**src/rtl/uart_pkg.sv**
```systemverilog
// Shared definitions for the UART receive path: sequencer state encoding,
// baud select codes, frame geometry and the FIFO entry layout.
package uart_pkg;

  typedef enum logic [2:0] {
    ST_DISABLED = 3'd0,
    ST_IDLE     = 3'd1,
    ST_ARMED    = 3'd2,
    ST_RECEIVE  = 3'd3,
    ST_CAPTURE  = 3'd4
  } rx_state_t;

  localparam logic [2:0] BAUD_9600   = 3'd0;
  localparam logic [2:0] BAUD_19200  = 3'd1;
  localparam logic [2:0] BAUD_38400  = 3'd2;
  localparam logic [2:0] BAUD_57600  = 3'd3;
  localparam logic [2:0] BAUD_115200 = 3'd4;
  localparam logic [2:0] BAUD_230400 = 3'd5;
  localparam logic [2:0] BAUD_460800 = 3'd6;
  localparam logic [2:0] BAUD_921600 = 3'd7;

  localparam int UART_FRAME_BITS      = 11;
  localparam int UART_SAMPLES_PER_BIT = 16;
  localparam int UART_ENTRY_W         = 10;

  typedef struct packed {
    logic       ferr;
    logic       perr;
    logic [7:0] data;
  } rx_entry_t;

endpackage

```
**src/rtl/uart_rx_fifo.sv**
```systemverilog
// First-word fall-through byte FIFO for received frames; head reads as zero
// when empty, and a pop on a full FIFO frees the slot for a same-edge push.
module uart_rx_fifo
  import uart_pkg::*;
#(
  parameter int DEPTH = 4,
  parameter int WIDTH = UART_ENTRY_W
) (
  input  logic             clk,
  input  logic             reset,
  input  logic             push,
  input  logic             pop,
  input  logic [WIDTH-1:0] din,
  output logic [WIDTH-1:0] dout,
  output logic             empty,
  output logic             full
);

  localparam int AW = $clog2(DEPTH);

  logic [AW:0]      wr_ptr;
  logic [AW:0]      rd_ptr;
  logic [WIDTH-1:0] mem [DEPTH];
  logic             do_push;
  logic             do_pop;

  // Status flags, accepted operations and fall-through head
  always_comb begin
    empty   = (wr_ptr == rd_ptr);
    full    = (wr_ptr[AW] != rd_ptr[AW]) && (wr_ptr[AW-1:0] == rd_ptr[AW-1:0]);
    do_pop  = pop && !empty;
    do_push = push && (!full || do_pop);
    if (empty) begin
      dout = {WIDTH{1'b0}};
    end else begin
      dout = mem[rd_ptr[AW-1:0]];
    end
  end

  // Storage and pointer update
  always_ff @(posedge clk) begin
    if (reset) begin
      wr_ptr <= {(AW+1){1'b0}};
      rd_ptr <= {(AW+1){1'b0}};
      for (int i = 0; i < DEPTH; i++) begin
        mem[i] <= {WIDTH{1'b0}};
      end
    end else begin
      if (do_push) begin
        mem[wr_ptr[AW-1:0]] <= din;
        wr_ptr              <= wr_ptr + {{AW{1'b0}}, 1'b1};
      end
      if (do_pop) begin
        rd_ptr <= rd_ptr + {{AW{1'b0}}, 1'b1};
      end
    end
  end

endmodule

```
**src/rtl/uart_rx_sequencer.sv**
```systemverilog
// Frame-level UART receive controller: start-bit qualification, one-frame
// datapath enable with frozen baud select, timeout abort and result capture.
module uart_rx_sequencer
  import uart_pkg::*;
#(
  parameter int FIFO_DEPTH      = 4,
  parameter int SAMPLES_PER_BIT = UART_SAMPLES_PER_BIT,
  parameter int FRAME_BITS      = UART_FRAME_BITS,
  parameter int TIMEOUT_SLACK   = 8
) (
  input  logic       clk,
  input  logic       reset,
  input  logic       cfg_enable,
  input  logic [2:0] cfg_baud_sel,
  input  logic       rxd_sync,
  input  logic       sample_tick,
  input  logic       rx_valid,
  input  logic       rx_perror,
  input  logic       rx_ferror,
  input  logic [7:0] rx_data,
  output logic       rx_en,
  output logic [2:0] rx_baud_select,
  input  logic       pop,
  output logic [7:0] dout,
  output logic       dout_perr,
  output logic       dout_ferr,
  output logic       empty,
  output logic       full,
  output logic       overflow,
  output logic       timeout
);

  localparam int TIMEOUT_TICKS = FRAME_BITS * SAMPLES_PER_BIT + TIMEOUT_SLACK;
  localparam int CNT_W         = $clog2(TIMEOUT_TICKS + 1);
  localparam logic [CNT_W-1:0] TIMEOUT_LIMIT = CNT_W'(TIMEOUT_TICKS);
  localparam logic [CNT_W-1:0] HALF_BIT      = CNT_W'(SAMPLES_PER_BIT / 2);
  localparam logic [CNT_W-1:0] CNT_ONE       = CNT_W'(1);

  rx_state_t        state;
  logic             rxd_prev;
  logic [CNT_W-1:0] tick_cnt;
  logic [CNT_W-1:0] frame_cnt;
  rx_entry_t        cap_entry;
  rx_entry_t        head;
  logic             push;

  // A capture is discarded if the host disables the receiver in that cycle
  always_comb begin
    push      = (state == ST_CAPTURE) && cfg_enable;
    dout      = head.data;
    dout_perr = head.perr;
    dout_ferr = head.ferr;
  end

  uart_rx_fifo #(
    .DEPTH (FIFO_DEPTH),
    .WIDTH (UART_ENTRY_W)
  ) u_fifo (
    .clk   (clk),
    .reset (reset),
    .push  (push),
    .pop   (pop),
    .din   (cap_entry),
    .dout  (head),
    .empty (empty),
    .full  (full)
  );

  // Sequencer FSM with its counters and registered outputs
  always_ff @(posedge clk) begin
    if (reset) begin
      state          <= ST_DISABLED;
      rx_en          <= 1'b0;
      rx_baud_select <= 3'd0;
      rxd_prev       <= 1'b1;
      tick_cnt       <= {CNT_W{1'b0}};
      frame_cnt      <= {CNT_W{1'b0}};
      cap_entry      <= '{ferr: 1'b0, perr: 1'b0, data: 8'h00};
      overflow       <= 1'b0;
      timeout        <= 1'b0;
    end else begin
      rxd_prev <= rxd_sync;
      timeout  <= 1'b0;
      if (!cfg_enable) begin
        state    <= ST_DISABLED;
        rx_en    <= 1'b0;
        overflow <= 1'b0;
      end else begin
        case (state)
          ST_DISABLED: state <= ST_IDLE;
          ST_IDLE: begin
            rx_baud_select <= cfg_baud_sel;
            if (rxd_prev && !rxd_sync) begin
              state    <= ST_ARMED;
              tick_cnt <= {CNT_W{1'b0}};
            end
          end
          ST_ARMED: begin
            // Line must stay low on every tick up to mid-start-bit
            if (sample_tick) begin
              tick_cnt <= tick_cnt + CNT_ONE;
              if (rxd_sync) begin
                state <= ST_IDLE;
              end else if ((tick_cnt + CNT_ONE) == HALF_BIT) begin
                state     <= ST_RECEIVE;
                rx_en     <= 1'b1;
                frame_cnt <= {CNT_W{1'b0}};
              end
            end
          end
          ST_RECEIVE: begin
            if (rx_valid || rx_ferror) begin
              state     <= ST_CAPTURE;
              rx_en     <= 1'b0;
              cap_entry <= '{ferr: rx_ferror, perr: rx_perror, data: rx_data};
            end else if (sample_tick) begin
              frame_cnt <= frame_cnt + CNT_ONE;
              if ((frame_cnt + CNT_ONE) == TIMEOUT_LIMIT) begin
                timeout <= 1'b1;
                rx_en   <= 1'b0;
                state   <= ST_IDLE;
              end
            end
          end
          ST_CAPTURE: begin
            // A same-edge pop makes room, so only an unrelieved full drops
            if (full && !pop) begin
              overflow <= 1'b1;
            end
            state <= ST_IDLE;
          end
          default: begin
            state <= ST_DISABLED;
            rx_en <= 1'b0;
          end
        endcase
      end
    end
  end

endmodule
```
**config.mk**
```make
export PLATFORM = sky130hd
export DESIGN_NAME = uart_rx_sequencer
export DESIGN_NICKNAME = d
export VERILOG_FILES = /design/src/rtl/uart_pkg.sv /design/src/rtl/uart_rx_fifo.sv /design/src/rtl/uart_rx_sequencer.sv
export SDC_FILE = /design/constraint.sdc
export NUM_CORES = 1
export LEC_CHECK = 0
export ABC_AREA = 1
export BUFFER_PORTS_ARGS = -buffer_cell sky130_fd_sc_hd__buf_2
export CORE_MARGIN = 4
export CORE_UTILIZATION = 59
export DETAILED_ROUTE_END_ITERATION = 12
export GPL_TIMING_DRIVEN = 0
export PLACE_DENSITY = 0.79
export SETUP_SLACK_MARGIN = 0.05
export SYNTH_ARGS = -nofsm -noshare
export SYNTH_HDL_FRONTEND = slang
export SYNTH_SLANG_ARGS = --single-unit
export TNS_END_PERCENT = 5
```
**constraint.sdc**
```tcl
create_clock -name clk -period 3.9 [get_ports clk]
set_input_delay 0.39 -clock clk [delete_from_list [all_inputs] [get_ports clk]]
set_output_delay 0.39 -clock clk [all_outputs]
set_load 0.1 [all_outputs]
```
### Yosys cells after proc, flatten, opt, wreduce, memory -nomap -nowiden

Memory sizes are Yosys's and may differ from the RTL's. A register that Yosys moved wholly into a read port is not among the register bits.
Cells that the tools add are included.

* register bits after elaboration: 42
* RAM bits: 40
* bits of input ports: 20
* output and inout port bits: 18
* memories: 1

* add/sub/neg operators: 4
* equal/unequal tests: 18
* mux-type cells: 36
* bitwise operators: 4
* reductions and logical operators: 27

Memories
* u_fifo.mem: words 4, width 10, rd ports 1, clocked after memory_dff 1, wr ports 4, RTL line uart_rx_fifo.sv:23 `logic [WIDTH-1:0] mem [DEPTH];`

Operators with widths (number)
* 8-bit two-way mux: 7
* 8-bit case mux with 2 select lines: 2
* 3-bit two-way mux: 7
* 10-bit two-way mux: 2
* 8-bit by 1-bit adder with 8-bit output, second input constant: 2
* 1-bit two-way mux: 13
* 2-bit inequality test, second input constant: 6
* 3-bit case mux with 4 select lines: 1
* 10-bit OR reduction: 1
* 3-bit inequality test, second input constant: 3
* 8-bit by 4-bit equality test with 1-bit output, second input constant: 1
* 8-bit equality test, second input constant: 1
* 7-bit AND reduction: 1
* 3-bit by 1-bit adder with 3-bit output, second input constant: 2
* 3-bit by 2-bit equality test with 1-bit output, second input constant: 2
* 1-bit logical AND: 6
* 2-bit two-way mux: 3
* 6-bit AND reduction: 1
* 5-bit AND reduction: 1
* 5-bit OR reduction: 1
* 1-bit zero test: 4
* 1-bit NOT: 4
* 2-bit AND reduction: 2
* 4-bit AND reduction: 1
* other kinds (12): 15

### Logic depth before layout (Yosys ltp)

Gate-level depths: netlist (run 1).

* depth after elaboration: 10
* depth in mapped cells: 12
* gate-level depth less buffers: 12

### Cells and area by module

From an unflattened synthesis (run 1), not the netlist that was laid out.

* cell total of the unflattened synthesis: 522
* area, all modules: 4345.4 sq um

By module, submodules not included
* uart_rx_fifo: times used 1, cells an instance 238, area each 2462.4 sq um, seq. area each 1361.3 sq um
* uart_rx_sequencer: times used 1, cells an instance 284, area each 1883.1 sq um, seq. area each 720.7 sq um

### Worst setup path before layout (run 1)

No wires, ideal clock.

* kind: reg-to-reg
* start: reg u_fifo.wr_ptr[0]
* end: mem u_fifo.mem[1][0] in the netlist's numbering, enable pin
* setup time: 316 ps
* arrival time: 2818 ps
* required time: 3584 ps
* setup slack: 766 ps
* cell stages (with the launch flop): 10
* path through: dfxtp_1 xnor2_1 nand2_1 nor2_1 nand2_1 nand4_1 nor2_1 nand2_1 buf_2 nand2_1

RTL lines
* start: declaration: RTL line uart_rx_fifo.sv:21 `logic [AW:0] wr_ptr;`
* start signal: assignment: RTL line uart_rx_fifo.sv:43 `wr_ptr <= {(AW+1){1'b0}};`
* start signal: assignment: RTL line uart_rx_fifo.sv:51 `wr_ptr <= wr_ptr + {{AW{1'b0}}, 1'b1};`
* end: declaration: RTL line uart_rx_fifo.sv:23

==> results of run 1 <==
-- routing by layer --
metal  global-route usage  routed length [um]  vias up
li1                     -                   -     1711
met1                0.262                3580     1545
met2                0.429                4610       94
met3               0.0543                 501       13
met4               0.0765                 133        0
met5                    0                   0        -
-- cells by family after synthesis --
group | share of synthesized area
simple gates | 0.245
buf+inv | 0.0808
flops | 0.525
compound gates | 0.120
xor+xnor | 0.0133
fa+ha+maj | 0.0158
-- final timing paths --
kind | startpoint | to | slack, ps | cells past startpoint
setup / recovery | flop | dout_ferr | 1390 | 7
hold / removal | cfg_baud_sel[0] | rx_baud_select[0] | 250 | 3
setup reg to reg | u_fifo.rd_ptr[0] | u_fifo.mem[0][2] | 1550 | 9
hold reg to reg | u_fifo.rd_ptr[2] | u_fifo.rd_ptr[2] | 470 | 2
-- worst min-delay path: stages --
cell,delay [ps]
buf_2,70
nor2_1,30
nor2_1,80
-- sequential cells by signal (all words and copies together), names as in the netlist, 3 cells and up, named ones only --
name	cells
cap_entry	10
frame_cnt	8
rx_baud_select	3
state	3
tick_cnt	8
u_fifo.mem	40
u_fifo.rd_ptr	3
u_fifo.wr_ptr	3
-- placed cells by master, fill, tap and decap left out, drive strengths merged --
cell      synthesis  final
o31ai             1      1
a211oi            1      1
nand3            19     19
nand2            72     72
o22ai             2      2
xor2              1      1
a21oi            23     23
nand4             6      6
or2               3      3
inv              66     67
o32ai            10     10
nor3              5      5
o21a              1      1
a31oi             1      1
nand3b            1      1
ha                5      5
xnor2             5      5
o21bai            2      2
o21ai            40     40
clkbuf           13     22
bufinv            0      1
nor2            128    128
dfxtp            44     44
buf               4     42
nor3b             1      1
clkinv            1      4
clkinvlp          0      2
edfxtp           40     40
-- power breakdown --
part | total, mW | switching, mW | internal [mW]
sequential | 0.960 | 0.0145 | 0.946
combinational | 0.207 | 0.156 | 0.0518
clock | 0.624 | 0.325 | 0.299
-- area by class of cell --
type	instances	area, um2
sequential	84	2080
fill	542	1970
multi-input combinational	327	1570
inverter	67	253
timing repair buffer	38	193
clock buffer	9	124
tap	77	96.3
clock inverter	7	76.3
buffer	17	67.6
==> metrics.cfg, run 1 <==
[sta]
min_period_ps=2510
finalSetupTns_ps=0
drv_slew=0
relSlewSlack=0.610
setup_viol=0
whs_ps=251
rsz0062_at_grt=no
max_freq_mhz=398
fin_ws_ps=1390
hold_violations=0
fin_worst_skew_ps=9.07
max_slew.worst_pin.slew_ps=584
period_share=0.645

[placed_design]
routabilityCongestion=0.829
io_buffer_count=37
placed_area_um2=4260
pre_cts_ws_ps=1550
dp_cells=610
dpl.hpwl_mm=6.36

[detailed_routing]
num_vias=3363
drc=0
routed_via_density=5.37
first_pass_iters=5
ant_nets=0
drtIter0Drc=202
routedWlPerCell_um=14.1
wl_mm=8.83

[logic_synthesis]
synth_top_area_cell=edfxtp_1
syn_inst=495
yosysWarnings=0
synthArstFlopShare=0
syn_area_um2=3960
avgSynthCellArea_um2=8.01
post_synth_num_cell_types=33
synth_flop_cell=dfxtp_1
syn_nets=520
ys_ff_latch=84
yosys-top-cells-area=edfxtp_1 (30%), dfxtp_1 (22%), nor2_1 (12%)
seq_area_frac_synth=0.525
yosys.area.top_type_share=0.303
synth_commonest_cells=nor2_1 (127), nand2_1 (68), inv_1 (63)
yosysMostFrequentCell=nor2_1
synth_edf_count=40

[status]
status=complete, no violations

[critical_path]
slowest_delay_ps=440
crit_path_end_kind=output port
worst-path-buf-inv=4
worstPathRequired_ps=3510
cp.arrival_ps=2120
crit_top_cell=inv_1
cp_max_fo=10
cp_top_family=buffers and inverters
crit_type=reg -> out
startpoint_type=flop
slowest_stage=clkbuf_1
crit_path_cell_trace=inv_1 > clkbuf_1 > nor2_1 > o32ai_1 > nand2_1 > inv_1 > buf_2

[grt]
antenna_found_initial=0
grtUsageTotal=0.232
grt-ovfl-total=0
grt_pass1_wl_mm=15.1
grt_max_degree=16
grt_pass1_vias=3313

[power_and_ir_drop]
leakagePower_nw=1.84
power_per_cell_area_nw_per_um2=402
peakVddDrop_uv=305
power_mw=1.79

[clock_network]
cts_setup_buffers=0
clockBufferDepth=2
clk_latency_ps=360
htreeDepth=3
cts_sinks=84
cts_tree=built
clockRootBuffer=clkbuf_8
postCtsHoldBufs=0
cts_buffers=9
cts_resized=0
clk_pin_slew_ps=80

[floorplan]
start_util=0.617
core_area_um2=6420
fp.dieW_um=90.0
pin_count=38
row_count=29
die_h_um=90.0
dieArea_um2=8090

[finish]
nets=569
area_delta_synth_final_pct=12.5
postLayoutCellArea_um2=4460
final_util=0.694
drive_gt1_frac=0.133
num_antenna_cells=0
stdcell_count=626

[worst_hold_path]
hp-class=in -> reg

[run]
maxCapViolCount=0

Power figures use the tool's default switching activity.
==> run 2: changes to the inputs <==
Settings changed: ABC_AREA 1 to 0.
Clock period 3.9 ns to 2.4 ns, I/O delays scaled along.
==> run 2 against run 1 <==
Utilization up 1.0 points. Clock skew shrank 0.83 ps. Synthesized area grew 2.5%.
==> metrics.cfg, run 2 <==
[status]
status=complete, no violations  ; unchanged

[logic_synthesis]
yosys.area_share.adder=0.0154  ; was 0.0158
synth_compound_area_frac=0.0897  ; was 0.120
synth_simple_gate_area_share=0.257  ; was 0.245
synthMuxAreaShare=0.0752  ; was 0
syn_area_um2=4060  ; was 3960 um2
syn_inst=384  ; was 495
avgSynthCellArea_um2=10.6  ; was 8.01 um2
yosysMostFrequentCell=dfxtp_1  ; was nor2_1
synth_xor_area_frac=0.0173  ; was 0.0133
synth_edf_count=40  ; unchanged
post_synth_num_cell_types=58  ; was 33
ys_ff_latch=84  ; unchanged
yosys.area.top_type_share=0.296  ; was 0.303
yosysWarnings=0  ; unchanged
synth_top_family_by_area=simple AND/OR/NAND/NOR gates  ; unchanged
seq_area_frac_synth=0.513  ; was 0.525
synth_flop_cell=dfxtp_1  ; unchanged
yosys-top-cells-area=edfxtp_1 (30%), dfxtp_1 (22%), and2_1 (6.0%)  ; was edfxtp_1 (30%), dfxtp_1 (22%), nor2_1 (12%)
synth_top_area_cell=edfxtp_1  ; unchanged
synthArstFlopShare=0  ; unchanged
synth_commonest_cells=dfxtp_1 (44), edfxtp_1 (40), and2_1 (39)  ; was nor2_1 (127), nand2_1 (68), inv_1 (63)
syn_nets=409  ; was 520

[critical_path]
worstPathRequired_ps=2440  ; was 3510 ps
slowest_stage=or4_4  ; was clkbuf_1
startpoint_type=flop  ; unchanged
cp_top_family=simple AND/OR/NAND/NOR gates  ; was buffers and inverters
slowest_delay_ps=530  ; was 440 ps
crit_path_cell_trace=xor2_1 > or4_4 > and3_4 > and3b_4 > or2_1  ; was inv_1 > clkbuf_1 > nor2_1 > o32ai_1 > nand2_1 > inv_1 > buf_2
worst-path-buf-inv=0  ; was 4
crit_type=reg -> reg  ; was reg -> out
cp_max_fo=10  ; unchanged
cp.arrival_ps=2270  ; was 2120 ps
crit_path_end_kind=flop  ; was output port

[finish]
nets=455  ; was 569
nFillCells=497  ; was 542
stdcell_count=512  ; was 626
regMostFlops=u_fifo.mem  ; unchanged
drive_gt1_frac=0.221  ; was 0.133
final_cell_mix=dfxtp_1 (44), edfxtp_1 (40), and2_1 (39)  ; was nor2_1 (127), nand2_1 (68), inv_1 (63)
num_antenna_cells=0  ; unchanged
largest_reg_flops=40  ; unchanged
reg.largest.list=u_fifo.mem x40, cap_entry x10  ; unchanged
area_delta_synth_final_pct=13.3  ; was 12.5%
final_util=0.704  ; was 0.694
layout_commonest_cell=dfxtp_1  ; was nor2_1

[sta]
whs_ps=117  ; was 251 ps
max_slew.worst_pin.slew_ps=877  ; was 584 ps
fin_ws_ps=167  ; was 1390 ps
rsz0062_at_grt=no  ; unchanged
fin_worst_skew_ps=8.24  ; was 9.07 ps
period_share=0.931
setup_viol=0  ; unchanged
max_freq_mhz=448
drv_slew=0  ; unchanged
relSlewSlack=0.407  ; was 0.610
finalSetupTns_ps=0  ; unchanged
min_period_ps=2230
hold_violations=0  ; unchanged

[placed_design]
dpl.hpwl_mm=5.76  ; was 6.36 mm
pre_cts_ws_ps=-129  ; was 1550 ps
dp_cells=496  ; was 610
io_buffer_count=35  ; was 37
routabilityCongestion=0.885  ; was 0.829

[detailed_routing]
drtIter0Drc=167  ; was 202
num_vias=2949  ; was 3363
routed_via_density=5.76  ; was 5.37
wl_mm=8.45  ; was 8.83 mm
first_pass_iters=4  ; was 5
drc=0  ; unchanged
routedWlPerCell_um=16.5  ; was 14.1 um
ant_nets=0  ; unchanged

[grt]
grt_pass1_wl_mm=13.7  ; was 15.1 mm
grt_pass1_vias=2843  ; was 3313
grt-ovfl-total=0  ; unchanged
grt_max_degree=17  ; was 16
antenna_found_initial=0  ; unchanged
grtUsageTotal=0.210  ; was 0.232

[clock_network]
cts_tree=built  ; unchanged
clockRootBuffer=clkbuf_8  ; unchanged
clockBufferDepth=2  ; unchanged
htreeDepth=3  ; unchanged
cts_setup_buffers=0  ; unchanged
cts_sinks=84  ; unchanged
cts_buffers=9  ; unchanged
clk_pin_slew_ps=90  ; was 80 ps
clk_latency_ps=350  ; was 360 ps

[power_and_ir_drop]
peakVddDrop_uv=384  ; was 305 uV
power_per_cell_area_nw_per_um2=587  ; was 402 nW/um2
leakagePower_nw=1.74  ; was 1.84 nW

[floorplan]
row_count=29  ; unchanged
core_area_um2=6530  ; was 6420 um2
die_h_um=91.0  ; was 90.0 um
start_util=0.622  ; was 0.617
pin_count=38  ; unchanged
fp.dieW_um=91.0  ; was 90.0 um
dieArea_um2=8270  ; was 8090 um2

[run]
maxCapViolCount=0  ; unchanged

[worst_hold_path]
hp-class=in -> reg  ; unchanged

[run 2: cell types whose count changed in the layout (fill, tap and decap cells not counted), sizes merged, moves of 8 or more]
cell	before	now
clkbuf	22	34
mux2i	0	8
nor2b	0	15
o21ai	40	9
o32ai	10	0
mux4	0	10
nand2	72	30
buf	42	31
and2	0	41
inv	67	7
nor2	128	33
[run 2: worst paths after layout]
| check | depth (start not counted) | to | from | slack (ps) |
|---|---|---|---|---|
| worst max-delay path | 5 | u_fifo.mem[2][5] | u_fifo.wr_ptr[1] | 170 |
| worst max register to register | 5 | u_fifo.mem[2][5] | u_fifo.wr_ptr[1] | 170 |
| worst min-delay path | 3 | cap_entry[6] | rx_data[6] | 120 |
| worst min register to register | 2 | overflow | overflow | 470 |
[run 2: routing by layer]
metal	GRT usage	wire length, um	vias up
li1	-	-	1474
met4	0.0817	103	0
met1	0.255	3530	1393
met3	0.0347	366	9
met2	0.372	4450	73
met5	0	0	-
[run 2: power by group]
part | switching (mW) | internal [mW] | total (mW)
clock network | 0.543 | 0.495 | 1.04
registers | 0.00978 | 1.52 | 1.53
logic | 0.0833 | 0.0472 | 0.131
total | 0.637 | 2.06 | 2.70
[run 2: per-stage QoR]
step | power, mW | instance area, um2
2_1_floorplan | 1.65 | 4090
3_3_place_gp | 1.69 | 4360
3_5_place_dp | 1.70 | 4360
4_1_cts | 2.71 | 4570
5_1_grt | 2.79 | 4600
6_report | 2.70 | 4600
[run 2: repair_timing]
item,in CTS,in global routing
hold buffers,0,0
setup endpoints to repair,11,29
resized for setup,2,16
[run 2: cell type report]
cell class,instances,area (um2),share of cell area
Sequential cell,84,2080,0.453
Multi-Input combinational cell,275,1880,0.408
Timing Repair Buffer,35,195,0.0424
Buffer,21,128,0.0277
Clock buffer,9,124,0.0269
Tap cell,77,96.3,0.0209
Clock inverter,7,81.3,0.0177
Inverter,4,15.0,0.00326
[run 2: kinds of logic (layout without fill, tap and decap cells)]
family	count (synthesis)	after routing
compound gates	57	57
xor+xnor	8	8
fa+ha+maj	5	5
buf+inv	25	76
flops	84	84
mux	18	18
simple gates	187	187
[run 2: worst register-to-register path: cells and delay by family, from the launching register on]
family | cells | cell delay (ps)
xor+xnor | 1 | 140
flops | 1 | 460
simple gates | 4 | 1320
==> run 3: changes to the inputs <==
Settings changed: CELL_PAD_IN_SITES_DETAIL_PLACEMENT set to 0, CELL_PAD_IN_SITES_GLOBAL_PLACEMENT set to 1, CORE_UTILIZATION 59 to 47, PLACE_DENSITY 0.79 to unset, PLACE_DENSITY_LB_ADDON set to 0.1.
==> run 3 against run 2 <==
Cell area up 1.1%. Sequential cell count unchanged. Register-to-register slack about the same. Largest cell class unchanged. Highest routed layer unchanged.
==> metrics.cfg, run 3 (synthesis gave the netlist of run 2 again) <==
[grt]
grtUsageMet1=0.227  ; was 0.255
met2_usage=0.311  ; was 0.372
use_met3=0.0408  ; was 0.0347
grt-ovfl-total=0  ; unchanged
grt_max_degree=17  ; unchanged
grt_pass1_wl_mm=14.1  ; was 13.7 mm
grt_pass1_vias=2892  ; was 2843
grt-busiest-layer=met2  ; unchanged
antenna_found_initial=0  ; unchanged
grtUsageTotal=0.179  ; was 0.210

[critical_path]
startpoint_type=flop  ; unchanged
cp_max_fo=10  ; unchanged
cp.arrival_ps=2300  ; was 2270 ps
crit_path_end_kind=flop  ; unchanged
crit_type=reg -> reg  ; unchanged
worstPathRequired_ps=2470  ; was 2440 ps
reg2regPathDepth=5  ; unchanged

[sta]
fin_ws_ps=167  ; about the same
finalSetupTns_ps=0  ; unchanged
relSlewSlack=0.415  ; was 0.407
hold_violations=0  ; unchanged
min_period_ps=2230  ; about the same
setup_viol=0  ; unchanged
period_share=0.931  ; about the same
max_slew.worst_pin.slew_ps=865  ; was 877 ps
max_freq_mhz=448  ; unchanged
drv_slew=0  ; unchanged
rsz0062_at_grt=no  ; unchanged
fin_worst_skew_ps=9.29  ; was 8.24 ps
whs_ps=120  ; was 117 ps

[floorplan]
die_h_um=101  ; was 91.0 um
fp.dieW_um=101  ; was 91.0 um
core_area_um2=8300  ; was 6530 um2
row_count=33  ; was 29
pin_count=38  ; unchanged
start_util=0.489  ; was 0.622
dieArea_um2=10200  ; was 8270 um2

[finish]
nets=455  ; unchanged
layout_commonest_cell=dfxtp_1  ; unchanged
final_cell_mix=dfxtp_1 (44), edfxtp_1 (40), and2_1 (39)  ; unchanged
regMostFlops=u_fifo.mem  ; unchanged
area_delta_synth_final_pct=14.6  ; was 13.3%
drive_gt1_frac=0.228  ; was 0.221
largest_reg_flops=40  ; unchanged
final_util=0.561  ; was 0.704
num_antenna_cells=0  ; unchanged
reg.largest.list=u_fifo.mem x40, cap_entry x10  ; unchanged
nFillCells=740  ; was 497
regArea_um2=2080  ; unchanged
multi_input_area_um2=1890  ; was 1880 um2

[clock_network]
cts_buffers=9  ; unchanged
clk_latency_ps=350  ; about the same
htreeDepth=3  ; unchanged
cts_setup_buffers=0  ; unchanged
cts_sinks=84  ; unchanged
cts_tree=built  ; unchanged
clockRootBuffer=clkbuf_8  ; unchanged
clockBufferDepth=2  ; unchanged
postCtsHoldBufs=0  ; unchanged
clk_pin_slew_ps=90  ; about the same

[power_and_ir_drop]
peakVddDrop_uv=346  ; was 384 uV
power_per_cell_area_nw_per_um2=603  ; was 587 nW/um2
leakagePower_nw=1.77  ; was 1.74 nW

[detailed_routing]
drc=0  ; unchanged
wl_mm=8.67  ; was 8.45 mm
routedWlPerCell_um=16.0  ; was 16.5 um
num_vias=2916  ; was 2949
drtIter0Drc=94  ; was 167
ant_nets=0  ; unchanged
routed_via_density=5.40  ; was 5.76
first_pass_iters=4  ; unchanged

[worst_hold_path]
hp-class=in -> reg  ; unchanged
hold_depth=3  ; unchanged

[placed_design]
routabilityCongestion=0.825  ; was 0.885
dpl.hpwl_mm=6.05  ; was 5.76 mm
io_buffer_count=35  ; unchanged
pre_cts_ws_ps=-145  ; was -129 ps

[run]
maxCapViolCount=0  ; unchanged

[status]
status=complete, no violations  ; unchanged

[run 3: cell types whose count changed in the layout (fill, tap and decap cells not counted), sizes merged]
cell	before	now
clkbuf	34	27
bufinv	1	2
buf	31	38
clkinvlp	3	0
clkinv	0	1
inv	7	8
[run 3: repair_timing]
| action | 4_1_cts | 5_1_grt |
|---|---|---|
| endpoints found under the setup margin | 13 | 52 |
| pin swaps | 0 | 0 |
| gates resized for setup | 3 | 11 |
[run 3: layout make-up]
type | count | share of cell area
Timing Repair Buffer | 35 | 0.0382
Sequential cell | 84 | 0.448
Multi-Input combinational cell | 275 | 0.407
Inverter | 4 | 0.00323
Clock inverter | 7 | 0.0221
Clock buffer | 9 | 0.0266
Buffer | 21 | 0.0274
Tap cell | 105 | 0.0282
[run 3: stage by stage]
stage | power [mW] | area (um2) | instances
final | 2.80 | 4650 | 540
after global routing | 2.91 | 4650 | 540
after CTS | 2.83 | 4630 | 540
after detailed placement | 1.70 | 4390 | 524
after global placement | 1.69 | 4390 | 524
after floorplan | 1.65 | 4090 | 384
[run 3: worst paths after layout]
kind                         start               end  slack [ps]
setup / recovery  u_fifo.wr_ptr[1]  u_fifo.mem[2][5]         170
hold / removal          rx_data[7]      cap_entry[7]         120
setup reg to reg  u_fifo.wr_ptr[1]  u_fifo.mem[2][5]         170
hold reg to reg           overflow          overflow         480
[run 3: power breakdown]
part	internal, mW	total (mW)	switching [mW]
registers	1.52	1.53	0.00869
logic	0.0480	0.132	0.0842
clock network	0.603	1.14	0.539
total	2.17	2.80	0.632
[run 3: critical path, stage by stage, from the launching register on]
cell and delay, ps:
dfxtp_1 460, xor2_1 150, or4_4 530, and3_4 210
and3b_4 180, or2_2 410
[run 3: routing by layer]
layer	routed length (um)	part of all wire	vias up
met5	0	0	-
met4	97	0.011	0
met3	331	0.038	7
met2	4330	0.50	52
met1	3910	0.45	1386
li1	-	-	1471
